==> src/rtl/serial_sub_pkg.sv <==
// Shared types and helpers for the digit-serial subtractor.
// The optional signed-overflow output is enabled by defining SERIAL_SUB_OVF_EN.
package serial_sub_pkg;

    typedef enum logic [1:0] {
        StIdle = 2'd0,
        StRun  = 2'd1,
        StDone = 2'd2
    } state_e;

    // Digit counter width; a single-slice run still needs a 1-bit counter.
    function automatic int unsigned cnt_width(input int unsigned ndig);
        return (ndig > 32'd1) ? unsigned'($clog2(ndig)) : 32'd1;
    endfunction

endpackage

==> src/rtl/sub_digit.sv <==
// Combinational DIGIT-bit ripple subtractor: {bout, dif} = x - y - bi.
module sub_digit #(
    parameter int unsigned DIGIT = 4
) (
    input  logic [DIGIT-1:0] x,
    input  logic [DIGIT-1:0] y,
    input  logic             bi,
    output logic [DIGIT-1:0] dif,
    output logic             bout
);

    logic brw;

    always_comb begin
        dif = '0;
        brw = bi;
        for (int i = 0; i < int'(DIGIT); i++) begin
            dif[i] = x[i] ^ y[i] ^ brw;
            brw    = (~x[i] & y[i]) | (~(x[i] ^ y[i]) & brw);
        end
        bout = brw;
    end

endmodule

==> src/rtl/serial_subtractor.sv <==
// Digit-serial subtractor d = a - b - bin, one DIGIT-bit slice per clock, LSB slice first.
// Defining SERIAL_SUB_OVF_EN adds the signed-overflow output ovf.
module serial_subtractor
    import serial_sub_pkg::*;
#(
    parameter int unsigned WIDTH = 16,
    parameter int unsigned DIGIT = 4
) (
    input  logic             clk,
    input  logic             rst_n,
    input  logic             in_valid,
    output logic             in_ready,
    input  logic [WIDTH-1:0] a,
    input  logic [WIDTH-1:0] b,
    input  logic             bin,
    output logic             out_valid,
    input  logic             out_ready,
    output logic [WIDTH-1:0] d,
    output logic             bo
`ifdef SERIAL_SUB_OVF_EN
    ,
    output logic             ovf
`endif
);

    localparam int unsigned NDIG = WIDTH / DIGIT;
    localparam int unsigned CntW = cnt_width(NDIG);
    localparam logic [CntW-1:0] LastCnt = CntW'(NDIG - 1);

    state_e           state_q, state_d;
    logic [WIDTH-1:0] a_q, a_d, b_q, b_d, d_q, d_d;
    logic             br_q, br_d;
    logic [CntW-1:0]  cnt_q, cnt_d;
    logic [DIGIT-1:0] dig;
    logic             dig_bo;
`ifdef SERIAL_SUB_OVF_EN
    logic             am_q, am_d, bm_q, bm_d;
`endif

    // Single slice unit; operands are shifted down so slice k is always at the bottom.
    sub_digit #(
        .DIGIT(DIGIT)
    ) u_sub_digit (
        .x   (a_q[DIGIT-1:0]),
        .y   (b_q[DIGIT-1:0]),
        .bi  (br_q),
        .dif (dig),
        .bout(dig_bo)
    );

    always_comb begin
        state_d = state_q;
        a_d     = a_q;
        b_d     = b_q;
        d_d     = d_q;
        br_d    = br_q;
        cnt_d   = cnt_q;
`ifdef SERIAL_SUB_OVF_EN
        am_d    = am_q;
        bm_d    = bm_q;
`endif
        unique case (state_q)
            StIdle: begin
                if (in_valid) begin
                    a_d     = a;
                    b_d     = b;
                    br_d    = bin;
                    cnt_d   = '0;
                    state_d = StRun;
`ifdef SERIAL_SUB_OVF_EN
                    am_d    = a[WIDTH-1];
                    bm_d    = b[WIDTH-1];
`endif
                end
            end
            StRun: begin
                a_d   = a_q >> DIGIT;
                b_d   = b_q >> DIGIT;
                // New slice enters at the MSB end; after NDIG shifts it lands in place.
                d_d   = (d_q >> DIGIT) | (WIDTH'(dig) << (WIDTH - DIGIT));
                br_d  = dig_bo;
                cnt_d = cnt_q + CntW'(1);
                if (cnt_q == LastCnt) begin
                    state_d = StDone;
                end
            end
            StDone: begin
                if (out_ready) begin
                    state_d = StIdle;
                end
            end
            default: state_d = StIdle;
        endcase
    end

    always_ff @(posedge clk or negedge rst_n) begin
        if (!rst_n) begin
            state_q <= StIdle;
            a_q     <= '0;
            b_q     <= '0;
            d_q     <= '0;
            br_q    <= 1'b0;
            cnt_q   <= '0;
`ifdef SERIAL_SUB_OVF_EN
            am_q    <= 1'b0;
            bm_q    <= 1'b0;
`endif
        end else begin
            state_q <= state_d;
            a_q     <= a_d;
            b_q     <= b_d;
            d_q     <= d_d;
            br_q    <= br_d;
            cnt_q   <= cnt_d;
`ifdef SERIAL_SUB_OVF_EN
            am_q    <= am_d;
            bm_q    <= bm_d;
`endif
        end
    end

    assign in_ready  = (state_q == StIdle);
    assign out_valid = (state_q == StDone);
    assign d         = d_q;
    assign bo        = br_q;
`ifdef SERIAL_SUB_OVF_EN
    assign ovf       = (am_q != bm_q) && (d_q[WIDTH-1] != am_q);
`endif

endmodule

==> config.mk <==
export PLATFORM = sky130hd
export DESIGN_NAME = serial_subtractor
export DESIGN_NICKNAME = d
export VERILOG_FILES = /design/src/rtl/serial_sub_pkg.sv /design/src/rtl/sub_digit.sv /design/src/rtl/serial_subtractor.sv
export SDC_FILE = /design/constraint.sdc
export NUM_CORES = 1
export LEC_CHECK = 0
export BUFFER_PORTS_ARGS = -buffer_cell sky130_fd_sc_hd__buf_4
export CAP_MARGIN = 30
export CORE_ASPECT_RATIO = 2
export CORE_UTILIZATION = 45
export DETAILED_ROUTE_END_ITERATION = 12
export PLACE_DENSITY = 0.69
export RECOVER_POWER = 50
export SKIP_CTS_REPAIR_TIMING = 1
export SLEW_MARGIN = 20
export SYNTH_ARGS = -nofsm -noshare
export SYNTH_HDL_FRONTEND = slang
export SYNTH_SLANG_ARGS = --single-unit
==> constraint.sdc <==
create_clock -name clk -period 2.2 [get_ports clk]
set_input_delay 0.22 -clock clk [delete_from_list [all_inputs] [get_ports clk]]
set_output_delay 0.22 -clock clk [all_outputs]
set_load 0.1 [all_outputs]
==> results.rst, run 1 <==
.. list-table::
   :header-rows: 1

   * - Metric
     - Value
   * - Top flip-flop cell by instance count after synthesis
     - sky130_fd_sc_hd__dfrtp_1
   * - Clock-pin slew of the registers on the worst-case setup and hold paths
     - about 0.090 ns
   * - Sum of net half-perimeters after detailed placement
     - roughly 4.0 mm
   * - Number of flip-flops and latches in the synthesized netlist
     - 53
   * - Final Instance Area
     - 0.00294 mm²
   * - GR Layer Usage met3
     - 0.0386
   * - Async set-reset flop share out of synthesis
     - 1.00
   * - Via count of the first global-routing pass
     - 1784
   * - Worst-case hold path end point
     - state_q[1]$_DFFE_PN0P_
   * - DRT Wirelength
     - ~5.5 mm
   * - Combined flip-flop and latch cell area
     - about 0.0013 mm²
   * - Effective utilization at floorplan
     - 0.471
   * - Start point of the worst hold path
     - out_ready
   * - Total core area
     - 0.00518 mm²
   * - Syn_nets
     - 276
   * - I/O pin count
     - 56
   * - Antenna Nets Post-Route
     - 0
   * - Share of the clock period used by the worst path
     - 0.969
   * - Cell taking the most area after synthesis
     - sky130_fd_sc_hd__dfrtp_1
   * - Nets@finish
     - 329
   * - Die Footprint
     - roughly 0.0057 mm²
   * - Pin count of the biggest net entering global routing
     - 54
   * - Post-synthesis share of cell area spent on full adders, half adders and majority gates
     - 0.0379
   * - Routed vias/inst
     - between 5 and 6
   * - Post-synthesis compound-gate area fraction
     - 0.215
   * - Sequential cell area fraction in the yosys report
     - 0.543
   * - DRT Pass-1 Iters
     - 4
   * - Longest Clk Path Bufs
     - 2
   * - Gr busiest metal
     - met2
   * - CTS tree
     - yes
   * - Critical Path Source Type
     - flop
   * - Class of the most critical setup path
     - flop to flop
   * - Multi-input gate area in the final layout
     - 963 µm²
   * - Proportion of layout cells with a drive suffix above 1
     - 0.333
   * - Dominant combinational cell family by area after synthesis
     - compound AO/OA/AOI/OAI gates
   * - Largest fanout on the critical path
     - 3
   * - Critical path required time
     - ~2.4 ns
   * - Outcome
     - completed
   * - Total standard cell area after synthesis
     - about 0.0024 mm²
   * - Count of different cell masters after synthesis
     - 29
   * - Number of DRC violations after detailed routing
     - 0
   * - First-pass GRT wire length
     - about 8.7 mm
   * - Number of enable flip-flop cells after synthesis
     - 0
   * - Inserted Diodes
     - 0
   * - Routed via count
     - around 1900
   * - GR Util met1
     - 0.250
   * - Drt initial violations
     - 38
   * - Area Growth Syn to Fin
     - 20.6%
   * - Synth Area in XOR/XNOR
     - 0
   * - Start of the worst register-to-register path
     - bo$_DFFE_PN0P_
   * - Finish-stage setup viols
     - 0
   * - Syn avg cell area
     - around 10 µm²
   * - Cell count after synthesis
     - around 230
   * - Number of buffers inserted during clock tree synthesis
     - 5
   * - Die span in y
     - ~110 µm
   * - Fraction of synthesized area in multiplexers
     - 0
   * - FF-to-FF End
     - d[15]$_DFFE_PN0P_
   * - Worst Hold Depth
     - 2
   * - Slew Limit Fails
     - 0
   * - Highest clock rate
     - 0.469 GHz
   * - Final core utilization
     - 0.568
   * - Total GRT Usage
     - 0.213
   * - Placer Congestion
     - about 0.73
   * - Worst min path class
     - primary input to flop
   * - Area share of and/or/nand/nor cells after synthesis
     - 0.139
   * - Die X
     - roughly 54 µm
   * - Yosys warnings
     - 0
   * - Headroom to the max-slew limit
     - 0.137
   * - Critical path capture point type
     - flop
   * - Count of final hold-check violations
     - 0
   * - Cell area after placement
     - about 0.0029 mm²
   * - Met2 routing resource usage after global routing
     - 0.362
   * - Number of placement rows
     - 37
   * - Depth of the worst register-to-register path
     - 9
   * - Insertion delay to the later sink of the worst-skew pair
     - about 0.31 ns
   * - Final-layout fill cell count
     - 496
   * - Slew at the pin with the worst max-slew slack
     - approximately 1.3 ns
   * - Root buffer cell
     - sky130_fd_sc_hd__clkbuf_8
   * - Max cap viols
     - 0
   * - Synth area leaders
     - sky130_fd_sc_hd__dfrtp_1 54%, sky130_fd_sc_hd__nand2_1 7.7%, sky130_fd_sc_hd__o22ai_1 7.4%
   * - Post-DR wirelength/cell
     - between 15 and 20 µm
   * - Reg2reg setup slack
     - 0.07 ns
   * - Setup repair after global routing missed its margin
     - yes
   * - Post-route minimum period
     - approximately 2.1 ns
   * - Number of antenna violations at the first check in global routing
     - 0
   * - Share of the synthesized area in the top cell type
     - 0.543
   * - GR Overflow Total
     - 0
   * - Number of port buffers
     - between 50 and 60
   * - Data arrival at the endpoint of the critical path
     - ~2.3 ns
   * - Clk_skew
     - 0.00925 ns
   * - Level count of the clock H-tree
     - 2
   * - Total number of clock tree sinks
     - between 50 and 60
==> worst max-delay path, cell delays in order (launching register included) <==
cell and delay [ns]:
sky130_fd_sc_hd__dfrtp_4 0.49, sky130_fd_sc_hd__inv_4 0.07, sky130_fd_sc_hd__fa_1 0.17, sky130_fd_sc_hd__inv_1 0.05, sky130_fd_sc_hd__fa_2 0.34, sky130_fd_sc_hd__fa_2 0.34
sky130_fd_sc_hd__inv_2 0.06, sky130_fd_sc_hd__fa_1 0.39, sky130_fd_sc_hd__nand2_1 0.06, sky130_fd_sc_hd__nand2_1 0.04
==> cell type report <==
class                   count  area share
flip-flops and latches     53       0.452
multi-input cells         155       0.327
repair buffers             63       0.149
clock buffers               7      0.0327
well taps                  58      0.0247
inverters                   9      0.0123
clock inverters             1     0.00170
==> worst max path at each step <==
| stage | startpoint | endpoint | cells past startpoint |
|---|---|---|---|
| 2_1_floorplan | bo$_DFFE_PN0P_ | d[15]$_DFFE_PN0P_ | 9 |
| 3_3_place_gp | bo$_DFFE_PN0P_ | d[15]$_DFFE_PN0P_ | 9 |
| 3_5_place_dp | bo$_DFFE_PN0P_ | d[15]$_DFFE_PN0P_ | 9 |
| 4_1_cts | bo$_DFFE_PN0P_ | d[15]$_DFFE_PN0P_ | 9 |
| 5_1_grt | bo$_DFFE_PN0P_ | d[15]$_DFFE_PN0P_ | 9 |
| 6_report | bo$_DFFE_PN0P_ | d[15]$_DFFE_PN0P_ | 9 |
==> Yosys cell counts (5+ instances only) <==
master	n
sky130_fd_sc_hd__o22ai_1	29
sky130_fd_sc_hd__nand2_1	50
sky130_fd_sc_hd__a22o_1	5
sky130_fd_sc_hd__a21oi_1	11
sky130_fd_sc_hd__dfrtp_1	53
sky130_fd_sc_hd__nor2_1	5
sky130_fd_sc_hd__a21oi_2	10
sky130_fd_sc_hd__inv_1	8
sky130_fd_sc_hd__buf_4	5
sky130_fd_sc_hd__o21ai_0	11
sky130_fd_sc_hd__nor2_2	11
sky130_fd_sc_hd__buf_2	6
==> layer usage <==
layer | part of all wire | wire, µm
met1 | 0.39 | 2160
met2 | 0.54 | 3020
met3 | 0.043 | 237
met4 | 0.021 | 118
met5 | 0 | 0
==> cells by family after synthesis <==
family | Yosys count
simple gates | 75
flops | 53
fa+ha+maj | 5
compound gates | 75
buf+inv | 26
==> flip-flops by register name (all words and copies together), names as in the netlist <==
name / count
b_q: 16
cnt_q: 2
state_q: 2
bo: 1
a_q: 16
d: 16
==> cell usage in the layout, fill, tap and decap left out <==
master                          synthesis  final
sky130_fd_sc_hd__dfrtp_1               53     52
sky130_fd_sc_hd__buf_4                  5     52
sky130_fd_sc_hd__nand2_1               50     50
sky130_fd_sc_hd__o22ai_1               29     29
sky130_fd_sc_hd__nor2_2                11     12
sky130_fd_sc_hd__a21oi_1               11     11
sky130_fd_sc_hd__o21ai_0               11     11
sky130_fd_sc_hd__a21oi_2               10     10
sky130_fd_sc_hd__clkbuf_1               1      9
sky130_fd_sc_hd__clkbuf_8               0      7
sky130_fd_sc_hd__inv_1                  8      6
sky130_fd_sc_hd__a22o_1                 5      5
sky130_fd_sc_hd__nor2_1                 5      4
sky130_fd_sc_hd__nand3b_1               4      4
sky130_fd_sc_hd__o221a_2                4      4
sky130_fd_sc_hd__nand2b_1               3      3
sky130_fd_sc_hd__inv_2                  1      2
sky130_fd_sc_hd__fa_2                   0      2
sky130_fd_sc_hd__fa_1                   4      2
sky130_fd_sc_hd__inv_4                  0      1
sky130_fd_sc_hd__o21ba_4                1      1
sky130_fd_sc_hd__nor2b_1                1      1
sky130_fd_sc_hd__nor2b_2                1      1
sky130_fd_sc_hd__a221oi_2               1      1
sky130_fd_sc_hd__o21bai_1               1      1
sky130_fd_sc_hd__o31ai_1                1      1
sky130_fd_sc_hd__a32o_1                 1      1
sky130_fd_sc_hd__ha_1                   1      1
sky130_fd_sc_hd__dfrtp_4                0      1
sky130_fd_sc_hd__clkinv_2               0      1
sky130_fd_sc_hd__dlygate4sd3_1          0      1
sky130_fd_sc_hd__clkbuf_2               1      1
==> metrics by stage <==
step                worst slack (ns)  setup TNS, ns  std cells  hold WS (ns)
floorplan                    -0.0490        -0.0786        234       -0.0756
global placement              0.0907              0        335         0.304
detailed placement            0.0712              0        335         0.302
CTS                           0.0575              0        343       -0.0381
global route                 -0.0164        -0.0164        346        0.0698
finish                        0.0678              0        346        0.0743
Power of run 1 is left out: the tool's default activity adds up to more than one toggle a clock period on the data nets, which glitch-free logic cannot reach.
==> run 2: changes to the inputs <==
PLACE_DENSITY = 0.66   (was 0.69)
clock period = 2.1 ns   (was 2.2 ns; I/O delays follow)
==> run 2 against run 1 <==
Register-to-register slack got worse by 0.10 ns. Via count rose by 1.3%. Clock-buffer cell count did not move. Critical path type unchanged. Highest routed layer unchanged. The flow now finishes with violations (negative setup slack).
==> results.rst, run 2 (same netlist as run 1, synthesis figures left out) <==
.. list-table::
   :header-rows: 1

   * - Metric
     - Value
   * - Setup repair after global routing missed its margin
     - yes
   * - First-pass GRT wire length
     - 9.05 mm (+4.6%)
   * - Effective utilization at floorplan
     - 0.471 (unchanged)
   * - Pin count of the biggest net entering global routing
     - 54 (unchanged)
   * - Setup ws final
     - -0.0317 ns (-0.0995 ns)
   * - Share of the clock period used by the worst path
     - 1.02 (+0.0459)
   * - I/O pin count
     - 56 (unchanged)
   * - Routed vias/inst
     - 5.49 (+0.40%)
   * - Total core area
     - 0.00518 mm² (unchanged)
   * - Number of port buffers
     - 55 (unchanged)
   * - Violated checks
     - negative setup slack
   * - Nets@finish
     - 332 (+0.91%)
   * - Root buffer cell
     - sky130_fd_sc_hd__clkbuf_8
   * - Largest fanout on the critical path
     - 2 (-1)
   * - Placer Congestion
     - 0.805 (+9.6%)
   * - CTS tree
     - yes
   * - Total number of clock tree sinks
     - 53 (unchanged)
   * - Number of placement rows
     - 37 (unchanged)
   * - Number of buffers inserted during clock tree synthesis
     - 5 (unchanged)
   * - Headroom to the max-slew limit
     - 0.136 (-0.000820)
   * - Outcome
     - finished with violations
   * - Drt initial violations
     - 48 (+26%)
   * - Clk_skew
     - 0.00528 ns (-0.00397 ns)
   * - Combined flip-flop and latch cell area
     - 0.00133 mm² (unchanged)
   * - Number of antenna violations at the first check in global routing
     - 0 (unchanged)
   * - Routed via count
     - 1915 (+1.3%)
   * - Via count of the first global-routing pass
     - 1856 (+4.0%)
   * - Area Growth Syn to Fin
     - 21.7%
   * - Inserted Diodes
     - 0 (unchanged)
   * - Critical path required time
     - 2.31 ns (-0.09 ns)
   * - Post-route setup TNS
     - -0.0317 ns (-0.0317 ns)
   * - Die Footprint
     - 0.00574 mm² (unchanged)
   * - Sum of net half-perimeters after detailed placement
     - 4.03 mm (+0.87%)
   * - Critical Path Source Type
     - flop
   * - Max cap viols
     - 0 (unchanged)
   * - DRT Wirelength
     - 5.65 mm (+2.0%)
   * - Finish-stage setup viols
     - 1 (+1)
   * - Antenna Nets Post-Route
     - 0 (unchanged)
   * - Worst min path class
     - primary input to flop
   * - Count of final hold-check violations
     - 0 (unchanged)
   * - Data arrival at the endpoint of the critical path
     - 2.34 ns (about the same)
   * - Post-DR wirelength/cell
     - 16.2 µm (+1.1%)
   * - Die span in y
     - 106 µm (unchanged)
   * - Level count of the clock H-tree
     - 2 (unchanged)
   * - Multi-input gate area in the final layout
     - 963 µm² (unchanged)
   * - Final-layout fill cell count
     - 502 (+1.2%)
   * - GR Overflow Total
     - 0 (unchanged)
   * - Slew at the pin with the worst max-slew slack
     - 1.30 ns (+0.00123 ns)
   * - Longest Clk Path Bufs
     - 2 (unchanged)
   * - Class of the most critical setup path
     - flop to flop
   * - Highest clock rate
     - 0.469 GHz (about the same)
   * - Clock-pin slew of the registers on the worst-case setup and hold paths
     - 0.09 ns (about the same)
   * - Final core utilization
     - 0.573 (+0.00531)
   * - Critical path capture point type
     - flop
   * - Commonest cells after routing, fill and taps aside
     - 56 x sky130_fd_sc_hd__buf_4, 52 x sky130_fd_sc_hd__dfrtp_1, 50 x sky130_fd_sc_hd__nand2_1
   * - Most common cell after layout, fill and taps aside
     - sky130_fd_sc_hd__buf_4
   * - Number of DRC violations after detailed routing
     - 0 (unchanged)
   * - Die X
     - 54.1 µm (unchanged)
   * - Insertion delay to the later sink of the worst-skew pair
     - 0.31 ns (about the same)
   * - Slew Limit Fails
     - 0 (unchanged)
   * - Post-route minimum period
     - 2.13 ns (-0.000463 ns)
   * - DRT Pass-1 Iters
     - 4 (unchanged)
   * - Proportion of layout cells with a drive suffix above 1
     - 0.351 (+0.0172)
   * - Total GRT Usage
     - 0.221 (+0.00822)
## run 2: cell types whose count changed in the layout (fill, tap and decap cells not counted)
cell / change
sky130_fd_sc_hd__inv_1: -1
sky130_fd_sc_hd__buf_4: +4
sky130_fd_sc_hd__clkbuf_2: +1
sky130_fd_sc_hd__clkbuf_1: -2
sky130_fd_sc_hd__inv_2: +1
## run 2: path summary, 6_finish.rpt
kind | cells past startpoint | from | slack (ns) | endpoint
min in group asynchronous | 2 | rst_n | 0.72 | cnt_q[1]$_DFFE_PN0P_
worst max register to register | 9 | bo$_DFFE_PN0P_ | -0.03 | d[15]$_DFFE_PN0P_
max in group asynchronous | 2 | rst_n | 0.46 | bo$_DFFE_PN0P_
worst min-delay path | 2 | out_ready | 0.08 | state_q[1]$_DFFE_PN0P_
worst min register to register | 2 | d[2]$_DFFE_PN0P_ | 0.47 | d[2]$_DFFE_PN0P_
worst max-delay path | 9 | bo$_DFFE_PN0P_ | -0.03 | d[15]$_DFFE_PN0P_
## run 2: final cells by class
cell class,count,share of cell area
tap,58,0.0244
clock inverter,1,0.00168
clock buffer,7,0.0324
multi-input combinational,155,0.324
timing repair buffer,66,0.157
inverter,9,0.0122
sequential,53,0.448
## run 2: metrics by stage
stage | cell area [µm²] | instances | hold slack, ns | worst slack (ns)
2_1_floorplan | 2450 | 234 | -0.0856 | -0.149
3_3_place_gp | 2890 | 340 | 0.293 | -0.000987
3_5_place_dp | 2890 | 340 | 0.295 | -0.0170
4_1_cts | 2990 | 348 | -0.0443 | -0.0355
5_1_grt | 2970 | 349 | 0.0701 | -0.109
6_report | 2970 | 349 | 0.0813 | -0.0317
## run 2: worst max-delay path: stages (launching register included)
cell,delay (ns)
sky130_fd_sc_hd__dfrtp_4,0.50
sky130_fd_sc_hd__inv_4,0.06
sky130_fd_sc_hd__fa_1,0.18
sky130_fd_sc_hd__inv_2,0.04
sky130_fd_sc_hd__fa_2,0.34
sky130_fd_sc_hd__fa_2,0.34
sky130_fd_sc_hd__inv_2,0.06
sky130_fd_sc_hd__fa_1,0.40
sky130_fd_sc_hd__nand2_1,0.07
sky130_fd_sc_hd__nand2_1,0.04
## run 2: metal layers
layer | up-vias | track usage | share of wire
li1 | 922 | - | -
met1 | 928 | 0.259 | 0.40
met2 | 56 | 0.378 | 0.53
met3 | 9 | 0.0329 | 0.038
met4 | 0 | 0.0989 | 0.026
met5 | - | 0 | 0
Power of run 2 is left out for the same reason.
